## config.mk

```make
export PLATFORM = sky130hd
export DESIGN_NAME = self_sync_scrambler_link_flat
export DESIGN_NICKNAME = d
export VERILOG_FILES = /design/src/rtl/self_sync_pkg.sv /design/src/rtl/self_sync_scrambler_link_if.sv /design/src/rtl/self_sync_descrambler.sv /design/src/rtl/self_sync_scrambler.sv /design/src/rtl/ss_byte_core.sv /design/src/rtl/self_sync_scrambler_link.sv /design/src/flat_wrapper.sv
export SDC_FILE = /design/constraint.sdc
export NUM_CORES = 1
export LEC_CHECK = 0
export CORE_MARGIN = 2
export CORE_UTILIZATION = 50
export DETAILED_ROUTE_END_ITERATION = 10
export HOLD_SLACK_MARGIN = 0.05
export PLACE_DENSITY = 0.85
export SKIP_CTS_REPAIR_TIMING = 1
export SYNTH_ARGS = -nofsm -noshare
export SYNTH_HDL_FRONTEND = slang
export SYNTH_HIERARCHICAL = 1
export SYNTH_SLANG_ARGS = --single-unit
```

## constraint.sdc

```tcl
create_clock -name clock -period 2.8 [get_ports clock]
set_input_delay 0.56 -clock clock [delete_from_list [all_inputs] [get_ports clock]]
set_output_delay 0.56 -clock clock [all_outputs]
set_load 0.005 [all_outputs]
```

## src/rtl/self_sync_pkg.sv

```systemverilog
`default_nettype none
// ============================================================================
// Module      : self_sync_pkg
// Description : Shared types, tap set and byte-parallel recurrence for the
//               x^8+x^6+x^5+x^4+1 self-synchronizing scrambler pair.
// Revision    : 1.0 - initial release
// ============================================================================
package self_sync_pkg;

    typedef enum logic {
        SS_SCRAMBLE   = 1'b0,
        SS_DESCRAMBLE = 1'b1
    } ss_mode_e;

    localparam int          c_NUM_TAPS         = 4;
    localparam int          c_TAPS [c_NUM_TAPS] = '{4, 5, 6, 8};
    localparam logic [7:0]  c_SEED_DEFAULT     = 8'hFF;

    // seq[0..7] holds history s(-8)..s(-1); seq[8+k] holds the stream bit of step k.
    // The scrambler feeds back its output, the descrambler feeds back its input.
    function automatic logic [7:0] ss_byte(input logic [7:0] data,
                                           input logic [7:0] hist,
                                           input ss_mode_e   mode);
        logic [15:0] seq;
        logic [7:0]  res;
        logic        fb;
        seq = '0;
        res = '0;
        for (int i = 0; i < 8; i++) begin
            seq[4'(i)] = hist[3'(7 - i)];
        end
        for (int k = 0; k < 8; k++) begin
            fb = 1'b0;
            for (int t = 0; t < c_NUM_TAPS; t++) begin
                fb = fb ^ seq[4'(k + 8 - c_TAPS[t])];
            end
            res[3'(7 - k)] = data[3'(7 - k)] ^ fb;
            seq[4'(k + 8)] = (mode == SS_SCRAMBLE) ? res[3'(7 - k)] : data[3'(7 - k)];
        end
        return res;
    endfunction

endpackage
`default_nettype wire

```

## src/rtl/self_sync_scrambler_link_if.sv

```systemverilog
`default_nettype none
// ============================================================================
// Module      : self_sync_scrambler_link_if
// Description : Loopback link bundle: plaintext in, scrambled and recovered
//               streams out.
// Revision    : 1.0 - initial release
// ============================================================================
interface self_sync_scrambler_link_if;

    logic       enable;
    logic [7:0] din;
    logic       tx_valid;
    logic [7:0] tx_dout;
    logic [7:0] tx_lfsr;
    logic       rx_dout_valid;
    logic [7:0] rx_dout;
    logic [7:0] rx_lfsr;

    modport master (
        output enable, din,
        input  tx_valid, tx_dout, tx_lfsr, rx_dout_valid, rx_dout, rx_lfsr
    );

    modport slave (
        input  enable, din,
        output tx_valid, tx_dout, tx_lfsr, rx_dout_valid, rx_dout, rx_lfsr
    );

endinterface
`default_nettype wire

```

## src/rtl/self_sync_descrambler.sv

```systemverilog
`default_nettype none
// ============================================================================
// Module      : self_sync_descrambler
// Description : Byte-parallel self-synchronizing descrambler; history is the
//               received stream, so it relocks after one valid byte.
// Revision    : 1.0 - initial release
// ============================================================================
module self_sync_descrambler
    import self_sync_pkg::*;
#(
    parameter logic [7:0] SEED = c_SEED_DEFAULT
) (
    input  wire logic       clock,
    input  wire logic       resetn,
    input  wire logic       enable,
    input  wire logic [7:0] din,
    input  wire logic       valid,
    output logic      [7:0] dout,
    output logic            dout_valid,
    output logic      [7:0] lfsr
);

    logic [7:0] w_descrambled;
    logic [7:0] r_dout;
    logic [7:0] r_lfsr;
    logic       r_dout_valid;

    ss_byte_core #(.MODE(SS_DESCRAMBLE)) u_core (
        .i_data   (din),
        .i_hist   (r_lfsr),
        .o_result (w_descrambled)
    );

    always_ff @(posedge clock) begin
        if (resetn) begin
            r_dout       <= 8'h00;
            r_lfsr       <= SEED;
            r_dout_valid <= 1'b0;
        end else if (enable && valid) begin
            r_dout       <= w_descrambled;
            r_lfsr       <= din;
            r_dout_valid <= 1'b1;
        end else begin
            r_dout_valid <= 1'b0;
        end
    end

    assign dout       = r_dout;
    assign dout_valid = r_dout_valid;
    assign lfsr       = r_lfsr;

endmodule
`default_nettype wire

```

## src/rtl/self_sync_scrambler.sv

```systemverilog
`default_nettype none
// ============================================================================
// Module      : self_sync_scrambler
// Description : Byte-parallel self-synchronizing scrambler, one byte per clock.
// Revision    : 1.0 - initial release
// ============================================================================
module self_sync_scrambler
    import self_sync_pkg::*;
#(
    parameter logic [7:0] SEED = c_SEED_DEFAULT
) (
    input  wire logic       clock,
    input  wire logic       resetn,
    input  wire logic       enable,
    input  wire logic [7:0] din,
    output logic            valid,
    output logic      [7:0] dout,
    output logic      [7:0] lfsr
);

    logic [7:0] w_scrambled;
    logic [7:0] r_dout;
    logic [7:0] r_lfsr;
    logic       r_valid;

    ss_byte_core #(.MODE(SS_SCRAMBLE)) u_core (
        .i_data   (din),
        .i_hist   (r_lfsr),
        .o_result (w_scrambled)
    );

    // resetn is active-high despite its name
    always_ff @(posedge clock) begin
        if (resetn) begin
            r_dout  <= 8'h00;
            r_lfsr  <= SEED;
            r_valid <= 1'b0;
        end else if (enable) begin
            r_dout  <= w_scrambled;
            r_lfsr  <= w_scrambled;
            r_valid <= 1'b1;
        end else begin
            r_valid <= 1'b0;
        end
    end

    assign valid = r_valid;
    assign dout  = r_dout;
    assign lfsr  = r_lfsr;

endmodule
`default_nettype wire

```

## src/rtl/ss_byte_core.sv

```systemverilog
`default_nettype none
// ============================================================================
// Module      : ss_byte_core
// Description : Combinational 8-bit scramble/descramble step selected by MODE.
// Revision    : 1.0 - initial release
// ============================================================================
module ss_byte_core
    import self_sync_pkg::*;
#(
    parameter ss_mode_e MODE = SS_SCRAMBLE
) (
    input  wire logic [7:0] i_data,
    input  wire logic [7:0] i_hist,
    output logic      [7:0] o_result
);

    assign o_result = ss_byte(i_data, i_hist, MODE);

endmodule
`default_nettype wire

```

## src/rtl/self_sync_scrambler_link.sv

```systemverilog
`default_nettype none
// ============================================================================
// Module      : self_sync_scrambler_link
// Description : Loopback wrapper: scrambler output feeds the descrambler.
// Revision    : 1.0 - initial release
// ============================================================================
module self_sync_scrambler_link
    import self_sync_pkg::*;
#(
    parameter logic [7:0] SEED    = c_SEED_DEFAULT,
    parameter logic [7:0] RX_SEED = SEED
) (
    input  wire logic                   clock,
    input  wire logic                   resetn,
    self_sync_scrambler_link_if.slave   link
);

    self_sync_scrambler #(.SEED(SEED)) u_scrambler (
        .clock  (clock),
        .resetn (resetn),
        .enable (link.enable),
        .din    (link.din),
        .valid  (link.tx_valid),
        .dout   (link.tx_dout),
        .lfsr   (link.tx_lfsr)
    );

    // The receive side is qualified by the scrambler's valid alone, so the
    // last byte before a transmit gap is still consumed.
    self_sync_descrambler #(.SEED(RX_SEED)) u_descrambler (
        .clock      (clock),
        .resetn     (resetn),
        .enable     (1'b1),
        .din        (link.tx_dout),
        .valid      (link.tx_valid),
        .dout       (link.rx_dout),
        .dout_valid (link.rx_dout_valid),
        .lfsr       (link.rx_lfsr)
    );

endmodule
`default_nettype wire

```

## src/flat_wrapper.sv

```systemverilog
// flat-port wrapper written by rule: the top's interface ports become plain ports
module self_sync_scrambler_link_flat import self_sync_pkg::*;
#(
    parameter logic [7:0] SEED    = c_SEED_DEFAULT,
    parameter logic [7:0] RX_SEED = SEED
)
  (clock, resetn, link_enable, link_din, link_tx_valid, link_tx_dout, link_tx_lfsr, link_rx_dout_valid, link_rx_dout, link_rx_lfsr);
  self_sync_scrambler_link_if link_i ();
  input  wire logic clock;
  input  wire logic resetn;
  input wire logic [$bits(link_i.enable)-1:0] link_enable;
  input wire logic [$bits(link_i.din)-1:0] link_din;
  output wire logic [$bits(link_i.tx_valid)-1:0] link_tx_valid;
  output wire logic [$bits(link_i.tx_dout)-1:0] link_tx_dout;
  output wire logic [$bits(link_i.tx_lfsr)-1:0] link_tx_lfsr;
  output wire logic [$bits(link_i.rx_dout_valid)-1:0] link_rx_dout_valid;
  output wire logic [$bits(link_i.rx_dout)-1:0] link_rx_dout;
  output wire logic [$bits(link_i.rx_lfsr)-1:0] link_rx_lfsr;
  assign link_i.enable = link_enable;
  assign link_i.din = link_din;
  assign link_tx_valid = link_i.tx_valid;
  assign link_tx_dout = link_i.tx_dout;
  assign link_tx_lfsr = link_i.tx_lfsr;
  assign link_rx_dout_valid = link_i.rx_dout_valid;
  assign link_rx_dout = link_i.rx_dout;
  assign link_rx_lfsr = link_i.rx_lfsr;
  self_sync_scrambler_link #(.SEED(SEED), .RX_SEED(RX_SEED)) u_core (.clock(clock), .resetn(resetn), .link(link_i));
endmodule
```

== Word level (Yosys, flattened, before mapping) ==
Index checks and enable logic that the tools add are counted.

* Bits in registers: 26
* Latch bits: 0
* RAM bits: 0
* ROM bits: 0
* Input bits: 11
* Output and inout bits: 34
* Logic and storage cells: 14
* Memories: 0

* Add/sub/neg operators: 0
* $mul: 0
* Divide/modulo/power cells: 0
* Order comparisons: 0
* Equal/unequal tests: 0
* Shift-type cells: 0
* Multiplexer cells: 2
* Bitwise logic cells: 6
* Reduce and logical (&&, ||, !) cells: 0

{| class="wikitable"
|+ Operators by type and width
! kind !! number
|-
| 1-bit XOR || 6
|-
| 1-bit 2-to-1 mux || 2
|}

== Depth between registers and ports, before layout ==
* Word-level depth: 2
* Gate-level depth with buffers: 4
* Depth with buffers taken out: 3

== Hierarchy ==
Netlist, hierarchy kept.

{| class="wikitable"
|+ Modules (own cells, without submodules)
! module !! times used !! cells each !! area an instance (um2) !! seq. area each (um2)
|-
| self_sync_descrambler || 1 || 65 || 673.1 || 340.3
|-
| self_sync_scrambler || 1 || 54 || 640.6 || 340.3
|-
| ss_byte_core || 2 || 9 || 81.3 || 0.0
|-
| self_sync_scrambler_link || 1 || 1 || 3.8 || 0.0
|}

== Worst setup path after synthesis ==
OpenSTA, ideal clock, no wires.

* Kind: input -> register
* Start: input port resetn
* End: register u_core.u_scrambler.r_lfsr[5] (netlist: u_core/u_scrambler/lfsr[5])
* Library setup time: 0.120 ns
* Arrival: 1.111 ns
* Data required time: 2.680 ns
* Slack: 1.570 ns
* Cell stages on the path: 3
* Buffers on the path: 2
* Path through: buf_2 -> buf_2 -> a211o_1

{| class="wikitable"
|+ RTL lines
! what !! line !! source
|-
| start, declared || flat_wrapper.sv:10 || <nowiki>input wire logic resetn;</nowiki>
|-
| end signal, assigned || self_sync_scrambler.sv:40 || <nowiki>r_lfsr <= w_scrambled;</nowiki>
|-
| end, declared || self_sync_scrambler.sv:23 || <nowiki>logic [7:0] r_lfsr;</nowiki>
|}

No word-level cell between the ends.

== Worst setup path after layout ==
* Start: register u_core.u_scrambler.r_valid (netlist: u_core/u_scrambler/valid)
* End: output port link_tx_valid

{| class="wikitable"
|+ RTL lines
! what !! line !! source
|-
| start, declared || self_sync_scrambler.sv:24 || <nowiki>logic r_valid;</nowiki>
|-
| start signal, assigned || self_sync_scrambler.sv:37 || <nowiki>r_valid <= 1'b0;</nowiki>
|-
| start signal, assigned || self_sync_scrambler.sv:41 || <nowiki>r_valid <= 1'b1;</nowiki>
|-
| start signal, assigned || self_sync_scrambler.sv:43 || <nowiki>r_valid <= 1'b0;</nowiki>
|-
| end, declared || flat_wrapper.sv:13 || <nowiki>output wire logic [$bits(link_i.tx_valid)-1:0] link_tx_valid;</nowiki>
|}

No word-level cell between the ends.

==> results_dict.tcl <==
set metrics [dict create \
    ant_nets 0 \
    cp-end-kind "primary output" \
    cp-start-kind "register" \
    cts_tree "built" \
    drive_gt1_frac 0.1397 \
    clock-skew-final_ps 4.710 \
    firstDrtPassIters 4 \
    syn_inst 138 \
    cts_buffer_depth 2 \
    num_io_pins 45 \
    via_per_inst 5.148 \
    worstSetupPathType "reg2out" \
    status "finished, final reports clean" \
    ys_seq_area_frac 0.4598 \
    fp.coreArea_sq_um 2781 \
    rows 19 \
    crit_required_ps 2240 \
    mostFrequentLayoutCells "clkdlybuf4s50_1 (40), dfxtp_1 (34), a211o_1 (16)" \
    grt_pass1_vias 1068 \
    cts.sinks 34 \
    p_int_mw 0.7336 \
    initial_core_util 0.5322 \
    hpwl_mm 2.007 \
    synth_area_leader_cell "dfxtp_1" \
    max_cap_viol_count 0 \
    cp_slowest_cell "clkdlybuf4s50_1" \
    fillers 225 \
    htreeDepth 2 \
    drtIter0Drc 31 \
    whs_path_depth 1 \
    fin_nets 189 \
    synth_warnings 6 \
    power.share.clock 0.285 \
    cp_max_fo 26 \
    hp-class "reg2reg" \
    synth_top_area_share 0.4598 \
    drv_slew 0 \
    grt_pass1_wl_mm 4.705 \
    clk_latency_ps 330 \
    critical-path-max-stage-delay_ps 550 \
    period_needed_ps 2018 \
    setup_violations 0 \
    critPathArrivalTime_ps 1460 \
    power_frac_comb 0.166 \
    numCtsBuffers 5 \
    syn2layout_area_growth_pct 26.88 \
    port_buffers 40 \
    ir_worst_vdd_uv 457.2 \
    fin_crit_sh 0.7206 \
    root_buffer "clkbuf_4" \
    rsz0062_at_grt "false" \
    dp.cells 202 \
    ys_ff_latch 34 \
    fmax_mhz 495.6 \
    powerDensity_nw_per_um2 515.6 \
    grtUsageTotal 0.1824 \
    worst-r2r-cell-count 2 \
    p_switching_mw 0.2348 \
    dieArea_sq_um 3412 \
    post-route-util 0.6752 \
    antenna_found_initial 0 \
    hold_slack_ps 475.7 \
    wl_per_cell_um 13.53 \
    syn_avg_cell_area_sq_um 10.73 \
    power_frac_seq 0.549 \
    vias 1081 \
    final_cells 210 \
    p_leak_nw 0.8268 \
    path_cells "buf_4 > clkdlybuf4s50_1" \
    clk_pin_slew_worst_paths_ps 90 \
    layout_commonest_cell "clkdlybuf4s50_1" \
    hold_viol 0 \
    finalPower_mw 0.9684 \
    drc 0 \
    die_h_um 58.41 \
    die_x_um 58.41 \
    fin_tns_setup_ps 0 \
    grt_max_degree 35 \
    grt_overflow 0 \
    yosys-top-cells-area "dfxtp_1 (46%), a211o_1 (9.5%), buf_4 (6.6%)" \
    syn_area_sq_um 1480 \
    gp_congestion 0.6357 \
    drt-total-wl_mm 2.842 \
    synth.distinct_cells 19 \
    n_antenna_cell 0 \
    p_sw_frac 0.2424 \
]
[cells in the mapped netlist]
cell type / instances
nand2_4: 1
buf_6: 2
mux2i_1: 8
clkbuf_1: 1
buf_2: 5
and3_1: 8
nor2b_1: 3
buf_12: 1
conb_1: 3
xor2_1: 2
nor2_1: 9
buf_4: 13
a21oi_1: 8
and2b_4: 6
a211o_1: 16
dfxtp_1: 34
nand3_1: 8
xor3_1: 2
a21bo_2: 8
[metal layers]
metal | GRT usage | part of all wire
met5 | 0 | 0
met4 | 0.07973 | 0.014
met3 | 0.04176 | 0.043
met2 | 0.3242 | 0.53
met1 | 0.2072 | 0.41
[area by class of cell]
type	count	area (sq um)	area share
clock buffer	7	55.05	0.02931
timing repair buffer	43	422.9	0.2252
clock inverter	1	5.005	0.002665
multi-input combinational	94	675.6	0.3598
tap	31	38.79	0.02065
sequential	34	680.7	0.3624
[power groups by stage]
stage	clock, mW	combinational, mW	sequential [mW]
after global placement	0	0.153	0.541
after floorplan	0	0.0996	0.543
after CTS	0.281	0.160	0.533
final	0.276	0.161	0.531
after detailed placement	0	0.159	0.543
after global routing	0.306	0.174	0.536
[worst max-delay path: cells and delay by family (launching register included)]
kind	cells	cell delay (ps)
buffers and inverters	2	800
flip-flops	1	320
[worst paths after layout]
path	start	to	slack, ps
hold / removal	u_core/u_descrambler/lfsr[7]	u_core/u_descrambler/lfsr[7]	480
setup reg to reg	u_core/u_scrambler/lfsr[3]	u_core/u_scrambler/lfsr[3]	1580
hold reg to reg	u_core/u_descrambler/lfsr[7]	u_core/u_descrambler/lfsr[7]	480
setup / recovery	u_core/u_scrambler/valid	link_tx_valid	780
[cell families after synthesis]
family / count (synthesis) / synth area share
flops: 34 / 0.4598
mux: 8 / 0.05410
compound gates: 32 / 0.1758
simple gates: 35 / 0.1446
xor+xnor: 4 / 0.04396
buf+inv: 22 / 0.1141
other cells: 3 / 0.007607
[flip-flops by register name, indices dropped and copies added (netlist names)]
signal / cells
u_core/u_scrambler/dout: 8
u_core/u_descrambler/lfsr: 8
u_core/u_scrambler/lfsr: 8
u_core/u_scrambler/valid: 1
u_core/u_descrambler/dout_valid: 1
u_core/u_descrambler/dout: 8
[per-stage QoR]
step | setup slack (ps) | area, sq um
floorplan | 1570 | 1525
global placement | 722.7 | 1818
detailed placement | 681.9 | 1818
CTS | 766.5 | 1878
global route | 744.8 | 1878
finish | 782.3 | 1878
Power figures use the tool's default switching activity.
